==> src/rtl/sub_2_block_param.sv <==
// Softmax log-domain subtractor: buffers a (x_i - max) vector, waits for ln(sum),
// then streams sat(x_i - max - (ln >> LN_SHIFT)) under ready/valid backpressure.
module sub_2_block_param #(
  parameter int unsigned DATA_W   = 16,
  parameter int unsigned DEPTH    = 16,
  parameter int unsigned LN_SHIFT = 6,
  parameter int unsigned CNT_W    = 8
) (
  input  logic              clock_i,
  input  logic              reset_n_i,
  input  logic [DATA_W-1:0] sub_2_downscale_data_i,
  input  logic              sub_2_downscale_data_valid_i,
  input  logic [CNT_W-1:0]  sub_2_downscale_number_of_data_i,
  input  logic [DATA_W-1:0] sub_2_ln_data_i,
  input  logic              sub_2_ln_data_valid_i,
  output logic [DATA_W-1:0] sub_2_data_o,
  output logic              sub_2_data_valid_o,
  input  logic              sub_2_data_ready_i,
  output logic              sub_2_done_o,
  output logic              sub_2_sat_o,
  output logic              sub_2_error_o
);

  localparam int unsigned     IDX_W   = (DEPTH > 1) ? $clog2(DEPTH) : 1;
  localparam logic [CNT_W-1:0] DEPTH_C = CNT_W'(DEPTH);

  typedef enum logic [1:0] {IDLE, COLLECT, STREAM, DONE} state_t;

  state_t state_q, state_d;

  logic [DATA_W-1:0] mem_q [DEPTH];
  logic [CNT_W-1:0]  wr_cnt_q, rd_cnt_q, n_reg_q;
  logic [DATA_W-1:0] ln_reg_q;
  logic              ln_ok_q;

  logic              accept;
  logic              wr_en;
  logic [IDX_W-1:0]  wr_idx;
  logic [IDX_W-1:0]  rd_idx;
  logic              n_load;
  logic              ln_cap;
  logic              load_out;
  logic              err_set;
  logic [CNT_W-1:0]  n_in_clamped;

  logic signed [DATA_W+1:0] op_a, op_b, diff;
  logic [DATA_W-1:0]        sat_val;
  logic                     sat_hit;

  // Two guard bits keep the difference exact for any LN_SHIFT, including 0.
  always_comb begin
    rd_idx  = rd_cnt_q[IDX_W-1:0];
    op_a    = {{2{mem_q[rd_idx][DATA_W-1]}}, mem_q[rd_idx]};
    op_b    = {2'b00, ln_reg_q >> LN_SHIFT};
    diff    = op_a - op_b;
    sat_hit = !((diff[DATA_W+1] == diff[DATA_W]) && (diff[DATA_W] == diff[DATA_W-1]));
    if (!sat_hit) begin
      sat_val = diff[DATA_W-1:0];
    end else if (diff[DATA_W+1]) begin
      sat_val = {1'b1, {(DATA_W-1){1'b0}}};
    end else begin
      sat_val = {1'b0, {(DATA_W-1){1'b1}}};
    end
  end

  always_comb begin
    state_d      = state_q;
    wr_en        = 1'b0;
    wr_idx       = wr_cnt_q[IDX_W-1:0];
    n_load       = 1'b0;
    load_out     = 1'b0;
    err_set      = 1'b0;
    accept       = sub_2_data_valid_o & sub_2_data_ready_i;
    n_in_clamped = (sub_2_downscale_number_of_data_i > DEPTH_C) ?
                   DEPTH_C : sub_2_downscale_number_of_data_i;
    ln_cap       = sub_2_ln_data_valid_i && !ln_ok_q && (state_q != DONE);

    if ((state_q == COLLECT) || (state_q == STREAM)) begin
      if (sub_2_downscale_data_valid_i) begin
        if (wr_cnt_q < n_reg_q) begin
          wr_en = 1'b1;
        end else begin
          err_set = 1'b1;
        end
      end
    end

    case (state_q)
      IDLE: begin
        if (sub_2_downscale_data_valid_i) begin
          n_load  = 1'b1;
          err_set = (sub_2_downscale_number_of_data_i > DEPTH_C) ||
                    (sub_2_downscale_number_of_data_i == '0);
          if (sub_2_downscale_number_of_data_i != '0) begin
            wr_en  = 1'b1;
            wr_idx = '0;
          end
          // Ln already held: skip COLLECT so the first beat follows the first write directly.
          state_d = (ln_ok_q && (sub_2_downscale_number_of_data_i != '0)) ? STREAM : COLLECT;
        end
      end
      COLLECT: begin
        if (ln_ok_q) begin
          state_d = (n_reg_q == '0) ? DONE : STREAM;
        end
      end
      STREAM: begin
        if ((!sub_2_data_valid_o || sub_2_data_ready_i) &&
            (rd_cnt_q < wr_cnt_q) && (rd_cnt_q < n_reg_q)) begin
          load_out = 1'b1;
        end
        if (accept && (rd_cnt_q == n_reg_q)) begin
          state_d = DONE;
        end
      end
      DONE: begin
        err_set = sub_2_downscale_data_valid_i | sub_2_ln_data_valid_i;
        state_d = IDLE;
      end
      default: state_d = IDLE;
    endcase
  end

  assign sub_2_done_o = (state_q == DONE);

  always_ff @(posedge clock_i or negedge reset_n_i) begin
    if (!reset_n_i) begin
      state_q <= IDLE;
    end else begin
      state_q <= state_d;
    end
  end

  always_ff @(posedge clock_i) begin
    if (wr_en) begin
      mem_q[wr_idx] <= sub_2_downscale_data_i;
    end
  end

  always_ff @(posedge clock_i or negedge reset_n_i) begin
    if (!reset_n_i) begin
      wr_cnt_q           <= '0;
      rd_cnt_q           <= '0;
      n_reg_q            <= '0;
      ln_reg_q           <= '0;
      ln_ok_q            <= 1'b0;
      sub_2_data_o       <= '0;
      sub_2_data_valid_o <= 1'b0;
      sub_2_sat_o        <= 1'b0;
      sub_2_error_o      <= 1'b0;
    end else begin
      if (n_load) begin
        n_reg_q <= n_in_clamped;
      end

      if (state_q == DONE) begin
        wr_cnt_q <= '0;
      end else if (wr_en) begin
        wr_cnt_q <= wr_cnt_q + 1'b1;
      end

      if (state_q == DONE) begin
        rd_cnt_q <= '0;
      end else if (load_out) begin
        rd_cnt_q <= rd_cnt_q + 1'b1;
      end

      if (ln_cap) begin
        ln_reg_q <= sub_2_ln_data_i;
        ln_ok_q  <= 1'b1;
      end else if (state_q == DONE) begin
        ln_ok_q <= 1'b0;
      end

      if (load_out) begin
        sub_2_data_o       <= sat_val;
        sub_2_data_valid_o <= 1'b1;
        if (sat_hit) begin
          sub_2_sat_o <= 1'b1;
        end
      end else if (accept || (state_q == DONE)) begin
        sub_2_data_valid_o <= 1'b0;
      end

      if (err_set) begin
        sub_2_error_o <= 1'b1;
      end
    end
  end

endmodule

==> config.mk <==
export PLATFORM = sky130hd
export DESIGN_NAME = sub_2_block_param
export DESIGN_NICKNAME = d
export VERILOG_FILES = /design/src/rtl/sub_2_block_param.sv
export SDC_FILE = /design/constraint.sdc
export NUM_CORES = 1
export LEC_CHECK = 0
export CAP_MARGIN = 20
export CORE_MARGIN = 2
export CORE_UTILIZATION = 60
export CTS_CLUSTER_SIZE = 28
export DETAILED_ROUTE_END_ITERATION = 7
export GPL_ROUTABILITY_DRIVEN = 0
export PLACE_DENSITY = 0.83
export SLEW_MARGIN = 20
export SYNTH_ARGS = -nofsm -noshare
export SYNTH_HDL_FRONTEND = slang
export SYNTH_SLANG_ARGS = --single-unit
==> constraint.sdc <==
create_clock -name clock_i -period 6.25 [get_ports clock_i]
set_clock_uncertainty 0.2 [all_clocks]
set_input_delay 1.25 -clock clock_i [delete_from_list [all_inputs] [get_ports clock_i]]
set_output_delay 1.25 -clock clock_i [all_outputs]
set_load 0.02 [all_outputs]
---- Word-level counts from Yosys, hierarchy flattened ----
Memories as Yosys holds them, arrays and structs flattened.
Index checks and enable logic that the tools add are counted.
word-level totals
  register bits ........................... 62
  latch bits .............................. 0
  memory bits (writable) .................. 256
  memory bits (read-only) ................. 0
  input bits .............................. 45
  output and inout port bits .............. 20
  word-level logic and storage cells ...... 91
  memories kept ........................... 1
operators by class
  add/sub/neg operators ................... 3
  multiply operators ...................... 0
  div/mod/pow operators ................... 0
  magnitude comparators ................... 4
  equality and inequality tests ........... 10
  shifts and indexed selects .............. 0
  mux-type cells .......................... 37
  bitwise operators ....................... 3
  reduce and logical (&&, ||, !) cells .... 23
memories
  memory  depth  width  rd ports  clocked after Yosys merged registers in  write ports  RTL line  text
  mem_q   16     16     1         0                                        1            31        logic [DATA_W-1:0] mem_q [DEPTH];
operators by type and width
  kind                                                                      count
  8-bit 2-to-1 mux                                                          5
  16-bit 2-to-1 mux                                                         2
  8-bit less-than comparator                                                3
  1-bit 2-to-1 mux                                                          21
  16-bit by 11-bit subtractor with 17-bit output                            1
  8-bit by 1-bit adder with 8-bit output (second input constant)            2
  8-bit zero test                                                           2
  4-bit 2-to-1 mux                                                          3
  8-bit == test                                                             1
  8-bit by 5-bit > comparator with 1-bit output (second input constant)     1
  2-bit 2-to-1 mux                                                          4
  2-bit case mux with 4 select lines                                        1
  2-bit nonzero test                                                        4
  8-bit nonzero test                                                        1
  1-bit logical AND                                                         7
  2-bit inequality test (second input constant)                             3
  2-bit == test (second input constant)                                     2
  1-bit logical OR                                                          4
  3-bit AND reduction                                                       1
  1-bit == test                                                             2
  2-bit by 1-bit == test with 1-bit output (second input constant)          1
  1-bit zero test                                                           2
  2-bit zero test                                                           1
  2-bit by 1-bit inequality test with 1-bit output (second input constant)  1
  other kinds (5)                                                           5

---- Logic depth before layout (Yosys ltp) ----
Gate-level depths: netlist of run 1.
  depth in word-level cells ............... 9
  depth in mapped cells ................... 19
  depth with buffers taken out ............ 14

---- Worst setup path before layout of run 1 ----
OpenSTA, ideal clock, no wires.
  kind .................................... register to register
  start point ............................. register rd_cnt_q[0]
  end point ............................... register sub_2_data_o[10]
  setup time .............................. 0.087 ns
  arrival time ............................ 4.704 ns
  required time ........................... 5.963 ns
  slack ................................... 1.259 ns
  cell stages (with the launch flop) ...... 18
  path buffers ............................ 6
  cell sequence ........................... dfrtp_1 buf_6 buf_12 buf_2 buf_1 mux4_2 mux4_2 fa_1 a211oi_1 o21ai_0 a21o_1 a211oi_2 nand2_1 xnor2_1 and3_1 buf_6 buf_12 a211oi_2
on the way
  longest elaborated chain between the ends .. 5
  elaborated cells on any way between the ends .. 13
ends and longest elaborated chain
  item                                                                                        RTL line  text
  from (decl)                                                                                 32        logic [CNT_W-1:0] wr_cnt_q, rd_cnt_q, n_reg_q;
  from (signal assigned)                                                                      165       rd_cnt_q <= rd_cnt_q + 1'b1;
  memory 16 x 16 bit / 8-bit less-than comparator (equally long branches)                     --
  16-bit by 11-bit subtractor with 17-bit output / 1-bit logical AND (equally long branches)  55, 108
  1-bit == test / 1-bit logical AND (equally long branches)                                   56, 109
  1-bit logical AND / 1-bit 2-to-1 mux (equally long branches)                                56, 108
  16-bit 2-to-1 mux / 1-bit 2-to-1 mux (equally long branches)                                57, 88
  to (signal assigned)                                                                        176       sub_2_data_o <= sat_val;
  to (decl)                                                                                   16        output logic [DATA_W-1:0] sub_2_data_o,
Several ways; a longest one is shown, not always the timed one.
A chain may end at the register's enable or synchronous reset.

---- Final worst setup path of run 1 ----
  start point ............................. register rd_cnt_q[0]
  end point ............................... register sub_2_data_o[4]
The elaborated chain is that of the path after synthesis.

==> results of run 1 <==
registers in the layout (all words and copies together), names as in the netlist:
register and cells:
ln_ok_q 1, sub_2_data_valid_o 1, rd_cnt_q 8, n_reg_q 8
mem_q 256, ln_reg_q 10, sub_2_data_o 16, wr_cnt_q 8
state_q 2, sub_2_sat_o 1, sub_2_error_o 1
layout make-up:
| type | count | area (µm²) | share of cell area |
|---|---|---|---|
| antenna | 1 | 2.50 | 0.000162 |
| timing repair buffer | 85 | 778 | 0.0505 |
| tap | 280 | 350 | 0.0227 |
| sequential | 312 | 9090 | 0.590 |
| multi-input combinational | 402 | 4060 | 0.264 |
| inverter | 35 | 131 | 0.00853 |
| clock inverter | 19 | 223 | 0.0145 |
| clock buffer | 35 | 769 | 0.0499 |
tightest hold or removal path, stage by stage (launching register included):
cell     delay, ps
dfrtp_1        340
inv_1           40
o31ai_1         50
routing by layer:
layer  global-route usage  part of all wire  up-vias
met5                    0                 0        -
met4                0.122             0.043        0
met3               0.0485             0.079       92
met2                0.453              0.51      386
met1                0.346              0.37     3860
li1                     -                 -     3256
through the flow:
stage / worst slack [ps] / power [mW]
final: 684 / 7.10
after global routing: 358 / 7.41
after CTS: 664 / 7.09
after detailed placement: 735 / 5.21
after global placement: 908 / 5.09
after floorplan: 1260 / 4.51
cell usage in the layout, fill, tap and decap left out, types with 9 or more instances in the layout:
| cell type | netlist | final |
|---|---|---|
| mux4_2 | 71 | 71 |
| a211oi_2 | 10 | 10 |
| nand2b_1 | 9 | 9 |
| xnor2_1 | 15 | 15 |
| o21ai_0 | 19 | 19 |
| inv_1 | 35 | 35 |
| ha_1 | 39 | 39 |
| nand2_1 | 37 | 37 |
| clkdlybuf4s50_1 | 0 | 57 |
| nor2_1 | 47 | 47 |
| clkbuf_16 | 0 | 30 |
| edfxtp_1 | 256 | 256 |
| nand3_1 | 11 | 11 |
| dfrtp_1 | 56 | 54 |
| a21oi_1 | 25 | 25 |
| buf_4 | 0 | 27 |
| a21o_1 | 12 | 12 |
power groups by stage:
stage	sequential, mW	clock [mW]	combinational (mW)
after floorplan	2.66	0	1.84
after global placement	2.69	0	2.40
after detailed placement	2.72	0	2.49
after CTS	2.68	1.85	2.56
after global routing	2.70	1.92	2.78
final	2.67	1.83	2.59
final timing paths:
kind                                               end
min                          sub_2_error_o$_DFFE_PN0P_
min reg2reg                  sub_2_error_o$_DFFE_PN0P_
min in group asynchronous       n_reg_q[2]$_DFFE_PN0P_
max in group asynchronous      rd_cnt_q[0]$_DFFE_PN0P_
max reg2reg                sub_2_data_o[4]$_DFFE_PN0P_
max                        sub_2_data_o[4]$_DFFE_PN0P_
cells by family after synthesis:
kind of cell / share of synthesized area
AO/OA/AOI/OAI: 0.0640
flip-flops: 0.678
XOR/XNOR: 0.0150
AND/OR/NAND/NOR: 0.0542
buffers and inverters: 0.0235
multiplexers: 0.128
adder cells (fa/ha/maj): 0.0379
==> results.md, run 1 <==
* Reg2Reg Launch Point: rd_cnt_q[0]$_DFFE_PN0P_
* Detailed Route WL at 31100 µm
* FFs w/ async S/R, synth at 0.179
* Design Area, Final at 0.0154 mm²
* DRC violations left at 0
* Slowest-stage cell, CP: dfrtp_4
* DIE HEIGHT at 153 µm
* Power per cell area at 461 mW/mm²
* Resize count post-CTS at 0
* Maximum fanout along the worst path at 42
* Slowest stage delay, CP at 960 ps
* Arrival time at the worst endpoint at 5790 ps
* Leak at 5.28 nW
* Clk sink count at 312
* #FFs+latches synth at 312
* Final setup viols at 0
* Worst hold path type: reg2reg
* Placed insts at 1114
* Iteration-0 DRC Markers at 772
* Syn-to-layout area delta at 14.9%
* Startpoint Class: flop
* Worst Min Path Start: sub_2_error_o$_DFFE_PN0P_
* Tcrit/Tclk final at 0.891
* Routed WL per cell at 26.6 µm
* Layout cells sized above 1 at 0.196
* Kind of critical path: reg2reg
* Fin Setup TNS at 0 ps
* RSZ-0062 raised after global routing: no
* Full die area at 0.0236 mm²
* Root Driver: clkbuf_16
* R2R depth at 14
* Via count at 7594
* Top-count cell post-synth: edfxtp_1
* Slew Viols, Final at 0
* Max transition margin at 0.420
* Switch share at 0.343
* Req. time, crit path at 6470 ps
* IO buf count at 58
* Die Wd at 153 µm
* Final Non-Filler Cells at 1169
* Post-Syn Area at 0.0134 mm²
* Synth Flop Type: edfxtp_1
* Core area at 0.0219 mm²
* Fillers at 1297
* Synth area leader: edfxtp_1
* Clk Latency, worst-skew pair at 590 ps
* P_int at 4.66 mW
* Vias in the first global route at 8052
* CP endpoint kind: flop
* Initial antenna violation count at 1
* Hold Crit Depth at 2
* Hold Vio Cnt, Final at 0
* Flop pwr share at 0.377
* CTS tree: yes
* Final global-route overflow total at 0
* Final HPWL DP at 18300 µm
* Initial core utilization at 0.613
* EDFF count, synth at 256
* Fmax at 0.180 GHz
* H-tree Lvls at 1
* Peak VDD IR at 0.000316 V
* Post-route minimum period at 5570 ps
* Setup bufs post-CTS at 0
* Routed Antenna Nets at 0
* Final core utilization at 0.704
* Sequential fraction of the synthesis area at 0.678
* Yosys cell types at 58
* Clock power frac at 0.258
* Syn_area_per_cell at 17.2 µm²
* Yosys warning count at 0
* Reg2reg setup slack at 680 ps
* Clock Path Buffers at 3
* Worst Path Buf+Inv at 2
* Total of max-cap violations at 0
* CP Launch Point: rd_cnt_q[0]$_DFFE_PN0P_
* Synth area leaders: edfxtp_1, mux4_2, dfrtp_1
* First-pass GRT wire length at 47700 µm
* Drt pass-1 iters at 5
* Share of the synthesized area in the top cell type at 0.573
* Largest net degree at the start of global routing at 57
* GRT Total Usage at 0.269
* Clk slew on worst S/H paths at 60 ps
* Placed inst area at 0.0144 mm²
* Post-CTS Hold Buffers at 0
* Hold_ws at 265 ps
* Gate Count Post-Synth at 780
* CTS Buf Count at 30
* Vias/cell at 6.50
* Syn nets at 865
* Final #Nets at 951
* Status: finished clean
* IO Pins at 65
* Least-Margin Pin Slew at 871 ps
* Cell Rows at 54
* Logic pwr share at 0.365
* Synth cell count leaders: edfxtp_1, mux4_2, dfrtp_1, nor2_1, ha_1
* Stages on the worst setup path at 14
* Crit-path leading delay family: compound AO/OA/AOI/OAI gates
* Cell Chain, Critical Path: mux4_2 > mux4_2 > inv_1 > ha_1 > inv_1 > fa_1 > a211oi_1 > o21ai_0 > a21o_1 > a211oi_2 > nand2_1 > xnor2_1 > and3_1 > a211oi_1
* Sw power at 2.43 mW
Power figures use the tool's default switching activity.
==> run 2, diff against run 1 <==
--- a/config.mk
+++ b/config.mk
@@ -7,11 +7,12 @@
 export LEC_CHECK = 0
 export CAP_MARGIN = 20
 export CORE_MARGIN = 2
-export CORE_UTILIZATION = 60
+export CORE_UTILIZATION = 45
 export CTS_CLUSTER_SIZE = 28
 export DETAILED_ROUTE_END_ITERATION = 7
 export GPL_ROUTABILITY_DRIVEN = 0
-export PLACE_DENSITY = 0.83
+export PLACE_DENSITY = 0.66
+export SKIP_LAST_GASP = 1
 export SLEW_MARGIN = 20
 export SYNTH_ARGS = -nofsm -noshare
 export SYNTH_HDL_FRONTEND = slang
==> results.md, run 2 (synthesized netlist as in run 1, its figures left out) <==
* Pre-CTS WS at 1050 ps (+311 ps)
* Final #Nets at 952 (+0.11%)
* Setup bufs post-CTS at 0 (unchanged)
* Clock power frac at 0.251 (-0.007)
* First-pass GRT wire length at 42700 µm (-10%)
* Top reg by flops: mem_q
* Worst hold path type: reg2reg
* Largest net degree at the start of global routing at 57 (unchanged)
* H-tree Lvls at 1 (unchanged)
* Routed WL per cell at 21.8 µm (-18%)
* Drt pass-1 iters at 4 (-1)
* Req. time, crit path at 6490 ps (+20 ps)
* Power per cell area at 443 mW/mm² (-3.8%)
* RSZ-0062 raised after global routing: no
* Hold Vio Cnt, Final at 0 (unchanged)
* Largest registers: mem_q: 256 flops, sub_2_data_o: 16 flops, ln_reg_q: 10 flops
* Kind of critical path: reg2reg
* Reg2reg setup slack at 1080 ps (+400 ps)
* Cell Rows at 63 (+17%)
* Peak VDD IR at 0.000244 V (-23%)
* Core area at 0.0295 mm² (+35%)
* GRT Total Usage at 0.182 (-0.0867)
* Most common cell after layout, fill and taps aside: edfxtp_1
* Detailed Route WL at 27900 µm (-10%)
* Syn-to-layout area delta at 15.8%
* Vias/cell at 5.56 (-14%)
* Initial core utilization at 0.455 (-0.158)
* Final setup viols at 0 (unchanged)
* DRC violations left at 0 (unchanged)
* Max FFs per register at 256 (unchanged)
* Leak at 5.28 nW (about the same)
* Tcrit/Tclk final at 0.826 (-0.0641)
* Full die area at 0.0312 mm² (+32%)
* Post-CTS Hold Buffers at 0 (unchanged)
* CTS Buf Count at 30 (unchanged)
* Iteration-0 DRC Markers at 639 (-17%)
* Total of max-cap violations at 0 (unchanged)
* IO Pins at 65 (unchanged)
* Most frequent cells in the layout: edfxtp_1, mux4_2, clkdlybuf4s50_1, dfrtp_1
* Flop pwr share at 0.386 (+0.009)
* Switch share at 0.331 (-0.0113)
* Layout cells sized above 1 at 0.207 (+0.0108)
* Final global-route overflow total at 0 (unchanged)
* Fin Setup TNS at 0 ps (unchanged)
* Slew Viols, Final at 0 (unchanged)
* Reg2Reg Launch Point: rd_cnt_q[0]$_DFFE_PN0P_
* Logic pwr share at 0.363 (-0.002)
* Worst Min Path Start: sub_2_error_o$_DFFE_PN0P_
* DIE HEIGHT at 177 µm (+15%)
* Resize count post-CTS at 0 (unchanged)
* Endpoint, Worst Hold: sub_2_error_o$_DFFE_PN0P_
* RR Endpoint: sub_2_data_o[0]$_DFFE_PN0P_
* Routed Antenna Nets at 0 (unchanged)
* Clk slew on worst S/H paths at 60 ps (about the same)
* Clock Path Buffers at 3 (unchanged)
* Vias in the first global route at 7231 (-10%)
* Initial antenna violation count at 0 (-1)
* Startpoint Class: flop
* CP endpoint kind: flop
* Clk sink count at 312 (unchanged)
* Antenna cell count at 0 (-1)
* R2R depth at 15 (+1)
* Hold Crit Depth at 2 (unchanged)
* IO buf count at 58 (unchanged)
* CTS tree: yes
* Final HPWL DP at 17100 µm (-6.2%)
* P_int at 4.60 mW (-1.5%)
* Least-Margin Pin Slew at 877 ps (+6.48 ps)
* Arrival time at the worst endpoint at 5400 ps (-390 ps)
* Max transition margin at 0.415 (-0.00432)
* Sw power at 2.28 mW (-6.3%)
* Final worst slack at 1080 ps (+401 ps)
* Die Wd at 177 µm (+15%)
* Fmax at 0.194 GHz (+7.8%)
* Post-route minimum period at 5170 ps (-401 ps)
* Status: finished clean
* Root Driver: clkbuf_16
* Maximum fanout along the worst path at 34 (-19%)
* Via count at 7119 (-6.3%)
* Tot Pwr at 6.87 mW (-3.1%)
* Clk Latency, worst-skew pair at 560 ps (-30 ps)
==> run 2: changes by cell type in the layout (fill, tap and decap cells not counted), sizes merged <==
cell      change
buf           +1
bufinv        -2
clkbuf        +5
clkinv        +2
clkinvlp      -3
diode         -1
inv           -1
==> run 2: power groups by stage <==
stage | clock, mW | sequential (mW) | combinational, mW
CTS | 1.76 | 2.66 | 2.53
global placement | 0 | 2.69 | 2.49
global route | 1.84 | 2.68 | 2.75
detailed placement | 0 | 2.70 | 2.51
finish | 1.73 | 2.65 | 2.50
floorplan | 0 | 2.66 | 1.84
==> run 2: worst max-delay path, stage by stage (launching register included) <==
cell and delay, ps:
dfrtp_4 860, mux4_2 600, mux4_2 470, inv_1 140, ha_1 210, inv_1 60, fa_1 420, a211oi_1 280
o21ai_0 210, a21o_1 240, a211oi_2 420, nand2_1 130, xnor2_1 200, and3_1 270, buf_4 250, a211oi_1 70
==> run 2: how the worst max path moves through the flow <==
| stage | cells after the start | start | end | slack [ps] |
|---|---|---|---|---|
| after floorplan | 17 | rd_cnt_q[0]$_DFFE_PN0P_ | sub_2_data_o[10]$_DFFE_PN0P_ | 1260 |
| after global placement | 15 | rd_cnt_q[0]$_DFFE_PN0P_ | sub_2_data_o[3]$_DFFE_PN0P_ | 1060 |
| after detailed placement | 15 | rd_cnt_q[0]$_DFFE_PN0P_ | sub_2_data_o[0]$_DFFE_PN0P_ | 1050 |
| after CTS | 15 | rd_cnt_q[0]$_DFFE_PN0P_ | sub_2_data_o[0]$_DFFE_PN0P_ | 1020 |
| after global routing | 15 | rd_cnt_q[0]$_DFFE_PN0P_ | sub_2_data_o[3]$_DFFE_PN0P_ | 760 |
| final | 15 | rd_cnt_q[0]$_DFFE_PN0P_ | sub_2_data_o[0]$_DFFE_PN0P_ | 1080 |
==> run 2: stage by stage <==
| stage | hold WS [ps] | util | cells | instance area (µm²) |
|---|---|---|---|---|
| 2_1_floorplan | 287 | - | 780 | 13400 |
| 3_3_place_gp | 248 | 0.495 | 1225 | 14600 |
| 3_5_place_dp | 260 | 0.495 | 1225 | 14600 |
| 4_1_cts | 275 | 0.527 | 1280 | 15500 |
| 5_1_grt | 288 | 0.527 | 1280 | 15500 |
| 6_report | 272 | 0.527 | 1280 | 15500 |
==> run 2: cell type report <==
cell class	instances	area, µm²
timing repair buffer	86	798
sequential	312	9090
fill	2365	14000
tap	390	488
clock inverter	15	139
inverter	35	131
multi-input combinational	402	4070
clock buffer	40	798
==> run 2: layer usage <==
| layer | GRT usage | part of all wire | wire length, µm | vias up |
|---|---|---|---|---|
| li1 | - | - | - | 3272 |
| met1 | 0.257 | 0.44 | 12300 | 3637 |
| met2 | 0.305 | 0.50 | 13800 | 173 |
| met3 | 0.0228 | 0.044 | 1230 | 37 |
| met4 | 0.0451 | 0.019 | 519 | 0 |
| met5 | 0 | 0 | 0 | - |
==> run 3, diff against run 2 <==
--- a/config.mk
+++ b/config.mk
@@ -11,7 +11,7 @@
 export CTS_CLUSTER_SIZE = 28
 export DETAILED_ROUTE_END_ITERATION = 7
 export GPL_ROUTABILITY_DRIVEN = 0
-export PLACE_DENSITY = 0.66
+export PLACE_DENSITY = 0.69
 export SKIP_LAST_GASP = 1
 export SLEW_MARGIN = 20
 export SYNTH_ARGS = -nofsm -noshare
==> constraint.sdc (replaced) <==
create_clock -name clock_i -period 4.6 [get_ports clock_i]
set_clock_uncertainty 0.2 [all_clocks]
set_input_delay 0.92 -clock clock_i [delete_from_list [all_inputs] [get_ports clock_i]]
set_output_delay 0.92 -clock clock_i [all_outputs]
set_load 0.02 [all_outputs]
==> results.md, run 3 (synthesized netlist as in run 1, its figures left out) <==
* Clk sink count at 312 (unchanged)
* First-pass GRT wire length at 43300 µm (+1.4%)
* Routed WL per cell at 21.7 µm (-0.44%)
* Final HPWL DP at 17200 µm (+0.46%)
* Syn-to-layout area delta at 17.8%
* CTS tree: yes
* CP Launch Point: rd_cnt_q[0]$_DFFE_PN0P_
* Cell Rows at 63 (unchanged)
* Post-CTS Hold Buffers at 0 (unchanged)
* Full die area at 0.0312 mm² (unchanged)
* Reg2reg setup slack at 300 ps (-780 ps)
* Detailed Route WL at 28100 µm (+0.73%)
* H-tree Lvls at 2 (+1)
* Peak VDD IR at 0.000297 V (+22%)
* Placed insts at 1228 (+0.24%)
* Startpoint Class: flop
* Final setup viols at 0 (unchanged)
* CP endpoint kind: flop
* Slew Viols, Final at 0 (unchanged)
* IO buf count at 58 (unchanged)
* Hold_ws at 268 ps (-3.56 ps)
* Final #Nets at 966 (+1.5%)
* Worst hold path type: reg2reg
* Power per cell area at 616 mW/mm² (+39%)
* IO Pins at 65 (unchanged)
* Fmax at 0.233 GHz (+20%)
* Iteration-0 DRC Markers at 525 (-18%)
* Logic pwr share at 0.370 (+0.007)
* Root Driver: clkbuf_16
* Slowest stage delay, CP at 530 ps (-330 ps)
* Largest registers: mem_q: 256 flops, sub_2_data_o: 16 flops, ln_reg_q: 10 flops
* Status: finished clean
* Hold Crit Depth at 2 (unchanged)
* Routed Antenna Nets at 0 (unchanged)
* Max FFs per register at 256 (unchanged)
* Final global-route overflow total at 0 (unchanged)
* Endpoint, Worst Hold: sub_2_error_o$_DFFE_PN0P_
* Clk Latency, worst-skew pair at 520 ps (-40 ps)
* R2R depth at 15 (unchanged)
* Fillers at 2369 (+0.17%)
* Tcrit/Tclk final at 0.934 (+0.108)
* Crit-path leading delay family: multiplexers
* Total of max-cap violations at 0 (unchanged)
* Final Non-Filler Cells at 1295 (+1.2%)
* Drt pass-1 iters at 5 (+1)
* Top reg by flops: mem_q
* Kind of critical path: reg2reg
* Placed inst area at 0.0146 mm² (+0.36%)
* Switch share at 0.326 (-0.00515)
* Layout cells sized above 1 at 0.218 (+0.0112)
* P_int at 6.56 mW (+43%)
* Hold Vio Cnt, Final at 0 (unchanged)
* Worst Path Buf+Inv at 3 (unchanged)
* Slowest-stage cell, CP: mux4_2
* Flop pwr share at 0.363 (-0.023)
* DRC violations left at 0 (unchanged)
* Clock power frac at 0.268 (+0.017)
* Via count at 7233 (+1.6%)
* Reg2Reg Launch Point: rd_cnt_q[0]$_DFFE_PN0P_
* Clk slew on worst S/H paths at 60 ps (about the same)
* Req. time, crit path at 4800 ps (-1690 ps)
* Most common cell after layout, fill and taps aside: edfxtp_1
* Sw power at 3.17 mW (+39%)
* Clock Path Buffers at 3 (unchanged)
* Initial antenna violation count at 0 (unchanged)
* DIE HEIGHT at 177 µm (unchanged)
* Vias/cell at 5.59 (+0.42%)
* RR Endpoint: sub_2_data_o[3]$_DFFE_PN0P_
* Vias in the first global route at 7390 (+2.2%)
* Design Area, Final at 0.0158 mm² (+1.7%)
* Largest net degree at the start of global routing at 37 (-35%)
* Die Wd at 177 µm (unchanged)
* Final core utilization at 0.536 (+0.00917)
* Cell Chain, Critical Path: mux4_2 > mux4_2 > inv_1 > ha_1 > inv_1 > fa_1 > a211oi_2 > o21ai_1 > a21o_1 > a211oi_2 > nand2_1 > xnor2_1 > and3_1 > buf_12 > a211oi_1
* Core area at 0.0295 mm² (unchanged)
* Fin Setup TNS at 0 ps (unchanged)
* RSZ-0062 raised after global routing: no
* Max transition margin at 0.359 (-0.0562)
* Worst Min Path Start: sub_2_error_o$_DFFE_PN0P_
* Arrival time at the worst endpoint at 4500 ps (-900 ps)
* Leak at 5.40 nW (+2.4%)
* CTS Buf Count at 34 (+13%)
* Maximum fanout along the worst path at 14 (-59%)
* Most frequent cells in the layout: edfxtp_1, mux4_2, clkdlybuf4s50_1, dfrtp_1
* Post-route minimum period at 4300 ps (-869 ps)
* GRT Total Usage at 0.186 (+0.00323)
* Initial core utilization at 0.455 (unchanged)
* Least-Margin Pin Slew at 961 ps (+84.3 ps)
[run 3: worst reg2reg max path: stages, from the launching register on]
cell and delay (ps):
dfrtp_4 510, mux4_2 520, mux4_2 530, inv_1 80
ha_1 190, inv_1 70, fa_1 430, a211oi_2 240
o21ai_1 150, a21o_1 210, a211oi_2 260, nand2_1 90
xnor2_1 160, and3_1 210, buf_12 160, a211oi_1 180
[run 3: routing by layer]
metal	vias to the layer above	share of wire	routed length (µm)	GRT usage
met5	-	0	0	0
met4	0	0.024	667	0.0579
met3	47	0.053	1480	0.0352
met2	177	0.48	13500	0.299
met1	3721	0.44	12400	0.259
li1	3288	-	-	-
[run 3: metrics by stage]
step,total power [mW],setup WS (ps)
finish,9.73,304
global route,10.3,11.8
CTS,9.74,136
detailed placement,7.13,173
global placement,7.07,190
floorplan,6.14,50.5
[run 3: power by group through the flow]
stage	logic, mW	registers, mW	clock network (mW)
2_1_floorplan	2.53	3.62	0
5_1_grt	3.95	3.56	2.76
6_report	3.60	3.53	2.60
4_1_cts	3.56	3.53	2.64
3_3_place_gp	3.49	3.58	0
3_5_place_dp	3.54	3.59	0
[run 3: worst max-delay path by stage]
stage,to,slack (ps),cells after the start
floorplan,sub_2_data_o[10]$_DFFE_PN0P_,50,17
global placement,sub_2_data_o[0]$_DFFE_PN0P_,190,15
detailed placement,sub_2_data_o[0]$_DFFE_PN0P_,170,13
global route,sub_2_data_o[0]$_DFFE_PN0P_,10,15
finish,sub_2_data_o[3]$_DFFE_PN0P_,300,15
CTS,sub_2_data_o[3]$_DFFE_PN0P_,140,13
[run 3: layout make-up]
cell class	count	area, µm²	share of cell area
multi-input combinational	402	4090	0.259
timing repair buffer	96	923	0.0585
clock inverter	11	119	0.00753
clock buffer	48	945	0.0598
inverter	35	131	0.00832
antenna	1	2.50	0.000158
tap	390	488	0.0309
sequential	312	9090	0.576
[run 3: what timing repair did]
item,CTS,global route
setup endpoints to repair,0,14
hold endpoints to repair,0,0
buffers inserted,0,7
resized for setup,0,2
